`config.mk`:
```
export PLATFORM = sky130hd
export DESIGN_NAME = bp_update_ctrl
export DESIGN_NICKNAME = d
export VERILOG_FILES = /design/src/rtl/bp_update_ctrl.sv
export SDC_FILE = /design/constraint.sdc
export NUM_CORES = 1
export LEC_CHECK = 0
export BUFFER_PORTS_ARGS = -buffer_cell sky130_fd_sc_hd__buf_2
export CORE_MARGIN = 5
export CORE_UTILIZATION = 35
export DETAILED_ROUTE_END_ITERATION = 8
export PLACE_DENSITY = 0.58
export SLEW_MARGIN = 25
export SYNTH_ARGS = -nofsm -noshare
export SYNTH_HDL_FRONTEND = slang
export SYNTH_SLANG_ARGS = --single-unit
```
`constraint.sdc`:
```
create_clock -name clk -period 3.1 [get_ports clk]
set_input_delay 0.62 -clock clk [delete_from_list [all_inputs] [get_ports clk]]
set_output_delay 0.62 -clock clk [all_outputs]
set_load 0.03 [all_outputs]
```
`src/rtl/bp_update_ctrl.sv`:
```
// Branch-predictor update scheduler: accepts up to two resolved branches per
// cycle in program order, buffers them in a small FIFO and drains one update
// per cycle into the predictor through a registered output stage, while
// keeping saturating branch/mispredict statistics.
module bp_update_ctrl #(
  parameter int unsigned DEPTH = 4,
  parameter int unsigned AW    = 8,
  parameter int unsigned CNTW  = 32
) (
  input  logic            clk,
  input  logic            rst,
  output logic            req_ready,
  input  logic            req0_valid,
  input  logic            req0_taken,
  input  logic            req0_fail,
  input  logic [AW-1:0]   req0_addr,
  input  logic [AW-1:0]   req0_target,
  input  logic            req1_valid,
  input  logic            req1_taken,
  input  logic            req1_fail,
  input  logic [AW-1:0]   req1_addr,
  input  logic [AW-1:0]   req1_target,
  input  logic            freeze,
  input  logic            clr_stats,
  output logic            branch,
  output logic            branch_res,
  output logic            branch_fail,
  output logic [AW-1:0]   branch_addr,
  output logic [AW-1:0]   branch_target,
  output logic            empty,
  output logic [CNTW-1:0] br_cnt,
  output logic [CNTW-1:0] miss_cnt
);

  localparam int unsigned PW = $clog2(DEPTH);
  localparam int unsigned CW = PW + 1;

  typedef struct packed {
    logic          taken;
    logic          fail;
    logic [AW-1:0] addr;
    logic [AW-1:0] target;
  } entry_t;

  entry_t        r_mem [DEPTH];
  logic [PW-1:0] r_head;
  logic [PW-1:0] r_tail;
  logic [CW-1:0] r_count;

  logic [1:0]    w_n_enq;
  logic          w_deq;
  logic [CW-1:0] w_count_next;
  logic [PW-1:0] w_tail1;
  entry_t        w_e0;
  entry_t        w_e1;

  // Enqueue/dequeue decisions and next occupancy
  always_comb begin
    w_e0         = '{taken: req0_taken, fail: req0_fail, addr: req0_addr, target: req0_target};
    w_e1         = '{taken: req1_taken, fail: req1_fail, addr: req1_addr, target: req1_target};
    w_n_enq      = req_ready ? ({1'b0, req0_valid} + {1'b0, req1_valid}) : 2'd0;
    w_deq        = !freeze && (r_count != '0);
    w_count_next = r_count + CW'(w_n_enq) - CW'(w_deq);
    w_tail1      = r_tail + PW'(1);
  end

  // Payload storage; requests while not ready are dropped
  always_ff @(posedge clk) begin
    if (req_ready) begin
      if (req0_valid) begin
        r_mem[r_tail] <= w_e0;
        if (req1_valid) r_mem[w_tail1] <= w_e1;
      end else if (req1_valid) begin
        r_mem[r_tail] <= w_e1;
      end
    end
  end

  // Pointers, occupancy, registered ready and the predictor output stage
  always_ff @(posedge clk) begin
    if (rst) begin
      r_head        <= '0;
      r_tail        <= '0;
      r_count       <= '0;
      req_ready     <= 1'b1;
      branch        <= 1'b0;
      branch_res    <= 1'b0;
      branch_fail   <= 1'b0;
      branch_addr   <= '0;
      branch_target <= '0;
    end else begin
      r_tail    <= r_tail + PW'(w_n_enq);
      r_count   <= w_count_next;
      // two free slots needed so a two-wide request never overruns
      req_ready <= (w_count_next <= CW'(DEPTH - 2));
      branch    <= w_deq;
      if (w_deq) begin
        r_head        <= r_head + PW'(1);
        branch_res    <= r_mem[r_head].taken;
        branch_fail   <= r_mem[r_head].fail;
        branch_addr   <= r_mem[r_head].addr;
        branch_target <= r_mem[r_head].target;
      end
    end
  end

  // Saturating statistics over updates presented to the predictor
  always_ff @(posedge clk) begin
    if (rst || clr_stats) begin
      br_cnt   <= '0;
      miss_cnt <= '0;
    end else if (branch) begin
      if (br_cnt != '1) br_cnt <= br_cnt + CNTW'(1);
      if (branch_fail && (miss_cnt != '1)) miss_cnt <= miss_cnt + CNTW'(1);
    end
  end

  assign empty = (r_count == '0) && !branch;

endmodule
```
==> results of run 1 <==
[cell type report]
| cell class | instances | share of cell area (%) |
|---|---|---|
| Clock inverter | 15 | 2.06 |
| Sequential cell | 163 | 42.3 |
| Clock buffer | 17 | 4.51 |
| Timing Repair Buffer | 146 | 8.28 |
| Tap cell | 280 | 3.72 |
| Multi-Input combinational cell | 495 | 38.6 |
| Inverter | 14 | 0.558 |
[layer usage]
metal	track usage (%)	share of wire, %
met1	19.3	46
met2	24.5	48
met3	3.39	3.9
met4	4.58	1.3
met5	0	0.14
[cell families (layout without fill, tap and decap cells)]
group	count (synthesis)	after routing	synth area share (%)
AND/OR/NAND/NOR	245	245	16.3
flip-flops	163	163	50.9
AO/OA/AOI/OAI	121	121	9.67
multiplexers	91	91	15.7
buffers and inverters	52	192	2.65
XOR/XNOR	29	29	3.24
adder cells (fa/ha/maj)	9	9	1.53
[sequential cells by signal, indices dropped and copies added (netlist names)]
signal         cells
branch_target      8
branch             1
branch_fail        1
miss_cnt          32
req_ready          1
r_head             2
r_tail             2
branch_res         1
r_count            3
r_mem             72
branch_addr        8
br_cnt            32
[synth_stat cells (all sizes together) (7+ instances only)]
cell type  count
nand4         14
and4          12
nor4           8
o31ai         12
nor3           9
or4           12
mux2          72
nand3         26
or3           30
clkbuf        31
mux4          18
o21ai         27
nand2         71
inv           14
dfxtp         91
xor2          12
xnor2         17
nor2          42
o211ai         8
buf            7
ha             8
edfxtp        72
and3          11
a21oi         52
[worst paths after layout]
kind / start / slack, ns / to
worst min register to register: branch_target[6] / 0.45 / branch_target[6]
worst min-delay path: branch_target[6] / 0.45 / branch_target[6]
worst max-delay path: miss_cnt[3] / 0.77 / miss_cnt[17]
worst max register to register: miss_cnt[3] / 0.77 / miss_cnt[17]
[worst max-delay path: cells and delay by family, from the launching register on]
kind	cells	cell delay (ns)
compound gates	2	0.72
flops	1	0.47
simple gates	3	0.99
[power by group]
group          switching (mW)  internal (mW)
combinational           0.859          0.645
sequential              0.132           2.63
clock                   0.929           1.29
[metrics by stage]
stage	power [mW]	setup slack [ns]	area, um2
final	6.48	0.771	9420
after global routing	6.81	0.542	9420
after global placement	4.33	0.461	8800
after CTS	6.58	0.763	9420
after floorplan	3.86	0.477	7830
after detailed placement	4.35	0.441	8800
==> reports/metrics.cfg, run 1 <==
[timing]
setup_violations=0
holdWs_ns=0.452
relSlewSlack_pct=37.6
slew_viol_final=0
rsz0062_at_grt=no
finalCriticalPeriod_ns=2.33
hold_violations=0
setup_tns_ns=0
tightest_slew_ns=0.927
skew_ns=0.0104
max_freq_mhz=429
min_period_over_period_pct=75.1

[cts]
path_clk_slew_ns=0.07
root_buffer=clkbuf_16
clock_latency_ns=0.42
cts_resized=0
post_cts_buffers=0
tritoncts=built
clock_sinks=163
htree_levels=4
ctsHoldBuffers=0
cts_inserted_buffers=17
clockBufferDepth=2

[global_route]
grt_pass1_vias=5751
track_usage_pct=14.8
grt_pass1_wl_um=30800
grt_max_degree=44
overflow=0
antenna_found_initial=2

[critical_path]
path_class=register to register
path_common_cell=or3_1
reg2reg_depth=5
cp_max_fo=12
start_kind=register
critPathSlowestCell=o311ai_2
critPathMaxStageDelay_ns=0.66
crit_chain=nand4_2 -> or3_1 -> o311ai_2 -> or3_1 -> a21oi_1
end_kind=register
arrival_ns=2.60
worstPathRequired_ns=3.37

[floorplanning]
die-height_um=160
die_area_mm2=0.0255
die_w_um=160
ios=127
coreArea_mm2=0.0220
num_rows=54
initial_core_util_pct=35.7

[cells_and_area]
multi_input_area_mm2=0.00364
final_cell_mix=buf_2 (126), dfxtp_1 (91), mux2_2 (72), edfxtp_1 (72), nand2_1 (71)
syn2layout_area_growth_pct=20.4
insertedDiodeCount=0
seq_area_mm2=0.00398
instances_no_fill=1130
drive_gt1_share_pct=33.1
fin_util_pct=42.9
final_common_cell=buf_2
fin_nets=888
fillCellCount=2115

[synth]
ys_ff_latch=163
syn_nets=761
postSynthCellCount=710
synth_area_mm2=0.00783
avgSynthCellArea_um2=11.0
yosys-top-cells-area=edfxtp_1 (28%), dfxtp_1 (23%), mux2_2 (10%), mux4_2 (5.2%), nand2_1 (3.4%)
synth-seq-area-share_pct=50.9
yosysWarnings=0
synth_enable_flop_cells=72
synth_top_area_share_pct=27.6
synth_cell_types=56
yosys.area.top_type=edfxtp_1
synth-async-reset-ratio_pct=0
synth_flop_cell=dfxtp_1

[detailed_routing]
drt-total-wl_um=19000
num_vias=5835
firstDrtPassIters=5
final_antenna_net_count=0
drc=0
drtIter0Drc=259
wl_per_cell_um=16.8
vias_per_cell=5.16

[run_status]
status=finished, final reports clean

[place]
gp_congestion=0.754
place.port_buffers=126
dp.cells=1098
dp_hpwl_um=13000

[job]
max_cap_viol_count=0

[pwr]
vdd_drop_max_mv=0.340
leakage_nw=3.43
power.density_mw_per_mm2=688

[worst_hold_path]
min_path_type=register to register
whs_path_depth=2

Power figures use the tool's default switching activity.
==> run 2: changes to the inputs <==
==> constraint.sdc (replaced) <==
create_clock -name clk -period 2.3 [get_ports clk]
set_input_delay 0.46 -clock clk [delete_from_list [all_inputs] [get_ports clk]]
set_output_delay 0.46 -clock clk [all_outputs]
set_load 0.03 [all_outputs]
==> reports/metrics.cfg, run 2 (synthesis gave the netlist of run 1 again) <==
[pwr]
seqPwrFrac_pct=42.8  ; was 42.5%
p_comb_share_pct=25.4  ; was 23.2%
switching_power_mw=2.63  ; was 1.92 mW
switching_share_pct=30.3  ; was 29.6%
power.total_mw=8.65  ; was 6.48 mW
vdd_drop_max_mv=0.436  ; was 0.340 mV
leakage_nw=3.63  ; was 3.43 nW
clkPwrFrac_pct=31.8  ; was 34.2%
internal-power_mw=6.03  ; was 4.56 mW
power.density_mw_per_mm2=887  ; was 688 mW/mm2

[place]
place.port_buffers=126  ; unchanged
dp.cells=1136  ; was 1098
gp_congestion=0.767  ; was 0.754
dp_hpwl_um=14000  ; was 13000 um

[cts]
clock_sinks=163  ; unchanged
ctsHoldBuffers=0  ; unchanged
clockBufferDepth=2  ; unchanged
path_clk_slew_ns=0.07  ; about the same
htree_levels=4  ; unchanged
root_buffer=clkbuf_16  ; unchanged
cts_resized=0  ; unchanged
clock_latency_ns=0.43  ; was 0.42 ns
cts_inserted_buffers=17  ; unchanged
post_cts_buffers=0  ; unchanged
tritoncts=built  ; unchanged

[critical_path]
arrival_ns=2.51  ; was 2.60 ns
critPathSlowestCell=or4_4  ; was o311ai_2
end_kind=register  ; unchanged
r2r_setup_slack_ns=0.15  ; was 0.77 ns
worstPathRequired_ns=2.65  ; was 3.37 ns
critPathMaxStageDelay_ns=0.56  ; was 0.66 ns
cp_max_fo=6  ; was 12
crit_chain=nand3_2 -> or4_4 -> a2111o_1 -> or3_1 -> a21oi_1  ; was nand4_2 -> or3_1 -> o311ai_2 -> or3_1 -> a21oi_1
start_kind=register  ; unchanged
path_class=register to register  ; unchanged

[timing]
relSlewSlack_pct=65.9  ; was 37.6%
tightest_slew_ns=0.498  ; was 0.927 ns
holdWs_ns=0.376  ; was 0.452 ns
min_period_over_period_pct=93.7  ; was 75.1%
slew_viol_final=0  ; unchanged
max_freq_mhz=464  ; was 429 MHz
rsz0062_at_grt=no  ; unchanged
setup_violations=0  ; unchanged
setup_tns_ns=0  ; unchanged
skew_ns=0.0110  ; was 0.0104 ns
hold_violations=0  ; unchanged
finalCriticalPeriod_ns=2.15  ; was 2.33 ns

[floorplanning]
num_rows=54  ; unchanged
die_area_mm2=0.0255  ; unchanged
coreArea_mm2=0.0220  ; unchanged
die-height_um=160  ; unchanged
initial_core_util_pct=35.7  ; unchanged
ios=127  ; unchanged
die_w_um=160  ; unchanged

[detailed_routing]
wl_per_cell_um=17.2  ; was 16.8 um
drtIter0Drc=397  ; was 259
drc=0  ; unchanged
firstDrtPassIters=5  ; unchanged
vias_per_cell=5.24  ; was 5.16
drt-total-wl_um=20000  ; was 19000 um
final_antenna_net_count=0  ; unchanged
num_vias=6121  ; was 5835

[cells_and_area]
insertedDiodeCount=0  ; unchanged
final_common_cell=buf_2  ; unchanged
largest_reg_flops=72  ; unchanged
syn2layout_area_growth_pct=24.6  ; was 20.4%
fin_nets=926  ; was 888
instances_no_fill=1168  ; was 1130
largestRegisters=r_mem: 72 flops, br_cnt: 32 flops, miss_cnt: 32 flops  ; unchanged
fin_util_pct=44.4  ; was 42.9%
drive_gt1_share_pct=36.1  ; was 33.1%
final_cell_mix=buf_2 (126), dfxtp_1 (89), mux2_2 (72), edfxtp_1 (72), nand2_1 (71)  ; was buf_2 (126), dfxtp_1 (91), mux2_2 (72), edfxtp_1 (72), nand2_1 (71)
top_register=r_mem  ; unchanged

[global_route]
grt_pass1_wl_um=32700  ; was 30800 um
overflow=0  ; unchanged
grt_max_degree=51  ; was 44
track_usage_pct=15.8  ; was 14.8%
grt_pass1_vias=5911  ; was 5751
antenna_found_initial=1  ; was 2

[worst_hold_path]
min_path_type=primary input to register  ; was register to register

[job]
max_cap_viol_count=0  ; unchanged

[run_status]
status=finished, final reports clean  ; unchanged

==> run 2: cell types whose count changed in the layout (fill, tap and decap cells not counted), moves of 2 or more <==
| cell | change |
|---|---|
| buf_12 | +8 |
| buf_4 | +30 |
| bufinv_16 | -2 |
| clkbuf_1 | +2 |
| dfxtp_1 | -2 |
| dfxtp_2 | +2 |
| inv_8 | -2 |
==> run 2: per-layer routing <==
layer	share of wire [%]	track usage [%]	vias up
li1	-	-	3008
met1	47	21.5	2939
met2	48	25.8	155
met3	4.6	3.44	17
met4	0.92	4.02	2
met5	0.035	0	-
==> run 2: worst max-delay path, delay by kind of cell (launching register included) <==
kind,cells,cell delay (ns)
AO/OA/AOI/OAI,2,0.60
flip-flops,1,0.43
AND/OR/NAND/NOR,3,1.06
==> run 2: final timing paths <==
kind,from,endpoint,depth (start not counted)
setup / recovery,miss_cnt[7],miss_cnt[31],5
hold / removal,req0_addr[7],r_mem[3][15],2
setup reg to reg,miss_cnt[7],miss_cnt[31],5
hold reg to reg,branch_target[6],branch_target[6],2
==> run 2: power by group through the flow <==
| stage | Clock (mW) | Combinational [mW] | Sequential [mW] |
|---|---|---|---|
| CTS | 2.82 | 2.25 | 3.71 |
| floorplan | 0 | 1.32 | 3.91 |
| finish | 2.75 | 2.20 | 3.71 |
| global route | 2.96 | 2.39 | 3.75 |
| detailed placement | 0 | 2.25 | 3.77 |
| global placement | 0 | 2.23 | 3.76 |
==> run 2: cell type report <==
type,count,area [um2]
clock buffers,19,433
clock inverters,13,121
fillers,2108,12200
inverters,14,52.6
multi-input cells,495,3650
flip-flops and latches,163,3990
well taps,280,350
repair buffers,184,1170
==> run 2: through the flow <==
stage	cell area, um2	setup slack (ns)
after floorplan	7840	0.000331
after global placement	9190	-0.156
final	9760	0.146
after global routing	9760	0.00767
after CTS	9750	0.0820
after detailed placement	9190	-0.218
==> run 3: changes to the inputs <==
--- a/config.mk
+++ b/config.mk
@@ -7,9 +7,9 @@
 export LEC_CHECK = 0
 export BUFFER_PORTS_ARGS = -buffer_cell sky130_fd_sc_hd__buf_2
 export CORE_MARGIN = 5
-export CORE_UTILIZATION = 35
+export CORE_UTILIZATION = 38
 export DETAILED_ROUTE_END_ITERATION = 8
-export PLACE_DENSITY = 0.58
+export PLACE_DENSITY = 0.61
 export SLEW_MARGIN = 25
 export SYNTH_ARGS = -nofsm -noshare
 export SYNTH_HDL_FRONTEND = slang
==> reports/metrics.cfg, run 3 (synthesis gave the netlist of run 1 again) <==
[global_route]
grt_pass1_vias=6090  ; was 5911
track_usage_pct=17.0  ; was 15.8%
grt_max_degree=31  ; was 51
antenna_found_initial=0  ; was 1
grt_pass1_wl_um=32300  ; was 32700 um
overflow=0  ; unchanged

[cts]
htree_levels=4  ; unchanged
root_buffer=clkbuf_16  ; unchanged
cts_resized=0  ; unchanged
clock_latency_ns=0.43  ; about the same
cts_inserted_buffers=17  ; unchanged
clock_sinks=163  ; unchanged
post_cts_buffers=0  ; unchanged
ctsHoldBuffers=0  ; unchanged
clockBufferDepth=2  ; unchanged
tritoncts=built  ; unchanged
path_clk_slew_ns=0.07  ; about the same

[pwr]
power.total_mw=8.96  ; was 8.65 mW
leakage_nw=3.64  ; was 3.63 nW
power.density_mw_per_mm2=915  ; was 887 mW/mm2
vdd_drop_max_mv=0.495  ; was 0.436 mV

[worst_hold_path]
min_path_type=primary input to register  ; unchanged

[floorplanning]
num_rows=52  ; was 54
coreArea_mm2=0.0202  ; was 0.0220 mm2
ios=127  ; unchanged
initial_core_util_pct=38.7  ; was 35.7%
die_w_um=154  ; was 160 um
die-height_um=154  ; was 160 um
die_area_mm2=0.0236  ; was 0.0255 mm2

[run_status]
status=finished, final reports clean  ; unchanged

[critical_path]
critPathSlowestCell=or4_4  ; unchanged
crit_chain=nand3_1 -> or4_4 -> a2111o_1 -> or3_1 -> a21oi_1  ; was nand3_2 -> or4_4 -> a2111o_1 -> or3_1 -> a21oi_1
worstPathRequired_ns=2.67  ; was 2.65 ns
r2r_setup_slack_ns=0.15  ; about the same
arrival_ns=2.52  ; was 2.51 ns
path_class=register to register  ; unchanged
start_kind=register  ; unchanged
critPathMaxStageDelay_ns=0.58  ; was 0.56 ns
cp_max_fo=6  ; unchanged
cp_num_buf_inv=0  ; unchanged
path_delay_family=simple AND/OR/NAND/NOR gates  ; unchanged
end_kind=register  ; unchanged

[timing]
min_period_over_period_pct=93.5  ; was 93.7%
relSlewSlack_pct=58.8  ; was 65.9%
setup_violations=0  ; unchanged
tightest_slew_ns=0.602  ; was 0.498 ns
hold_violations=0  ; unchanged
slew_viol_final=0  ; unchanged
skew_ns=0.0102  ; was 0.0110 ns
max_freq_mhz=465  ; was 464 MHz
finalCriticalPeriod_ns=2.15  ; about the same
holdWs_ns=0.369  ; was 0.376 ns

[cells_and_area]
largestRegisters=r_mem: 72 flops, br_cnt: 32 flops, miss_cnt: 32 flops  ; unchanged
syn2layout_area_growth_pct=25.0  ; was 24.6%
final_common_cell=buf_2  ; unchanged
final_cell_mix=buf_2 (126), dfxtp_1 (88), mux2_2 (72), edfxtp_1 (72), nand2_1 (71)  ; was buf_2 (126), dfxtp_1 (89), mux2_2 (72), edfxtp_1 (72), nand2_1 (71)
drive_gt1_share_pct=36.5  ; was 36.1%
top_register=r_mem  ; unchanged
largest_reg_flops=72  ; unchanged
fin_nets=921  ; was 926
fillCellCount=1903  ; was 2108
fin_util_pct=48.4  ; was 44.4%
final_area_mm2=0.00979  ; was 0.00976 mm2

[place]
place_area_mm2=0.00914  ; was 0.00919 mm2
dp_hpwl_um=13500  ; was 14000 um
place.port_buffers=126  ; unchanged
gp_congestion=0.795  ; was 0.767

[detailed_routing]
wl_per_cell_um=17.1  ; was 17.2 um
num_vias=6108  ; was 6121
vias_per_cell=5.29  ; was 5.24
drt-total-wl_um=19700  ; was 20000 um
drc=0  ; unchanged
final_antenna_net_count=0  ; unchanged
drtIter0Drc=323  ; was 397
firstDrtPassIters=4  ; was 5

[job]
max_cap_viol_count=0  ; unchanged

==> run 3: changes by cell type in the layout (fill, tap and decap cells not counted), sizes merged <==
cell | previous run | this run
diode | 0 | 1
clkinvlp | 2 | 0
inv | 19 | 21
bufinv | 1 | 3
buf | 184 | 179
clkbuf | 19 | 17
==> run 3: per-layer routing <==
metal / part of all wire (%) / track usage (%) / wire length (um) / vias up
li1: - / - / - / 3002
met1: 44 / 22.0 / 8760 / 2956
met2: 50 / 28.6 / 9800 / 132
met3: 4.6 / 3.20 / 914 / 18
met4: 1.2 / 5.72 / 231 / 0
met5: 0 / 0 / 0 / -
==> run 3: worst reg2reg max path, cell delays in order (launching register included) <==
cell	delay, ns
dfxtp_1	0.39
nand3_1	0.20
or4_4	0.58
a2111o_1	0.44
or3_1	0.33
a21oi_1	0.14
==> run 3: final cells by class <==
type / count / area (um2) / share of cell area (%)
well taps: 270 / 338 / 3.45
clock inverters: 15 / 194 / 1.98
flip-flops and latches: 163 / 3990 / 40.8
repair buffers: 179 / 1130 / 11.5
clock buffers: 17 / 425 / 4.35
inverters: 14 / 52.6 / 0.537
diodes: 1 / 2.50 / 0.0256
multi-input cells: 495 / 3650 / 37.3
==> run 3: power by group <==
part,switching [mW],internal [mW],total (mW)
Combinational,1.21,1.00,2.21
Sequential,0.176,3.55,3.72
Clock,1.28,1.74,3.02
==> run 3: final timing paths <==
kind / start / end / depth (start not counted)
max: miss_cnt[8] / miss_cnt[29] / 5
min reg2reg: branch_addr[5] / branch_addr[5] / 2
min: req0_target[4] / r_mem[3][4] / 2
max reg2reg: miss_cnt[8] / miss_cnt[29] / 5
==> run 3: metrics by stage <==
step                      instances  setup TNS (ns)  worst slack (ns)
after floorplan                 710               0          0.000331
after global placement         1121          -0.256            -0.150
after detailed placement       1121          -0.351            -0.207
after CTS                      1153               0            0.0846
after global routing           1153         -0.0109           -0.0109
final                          1154               0             0.150
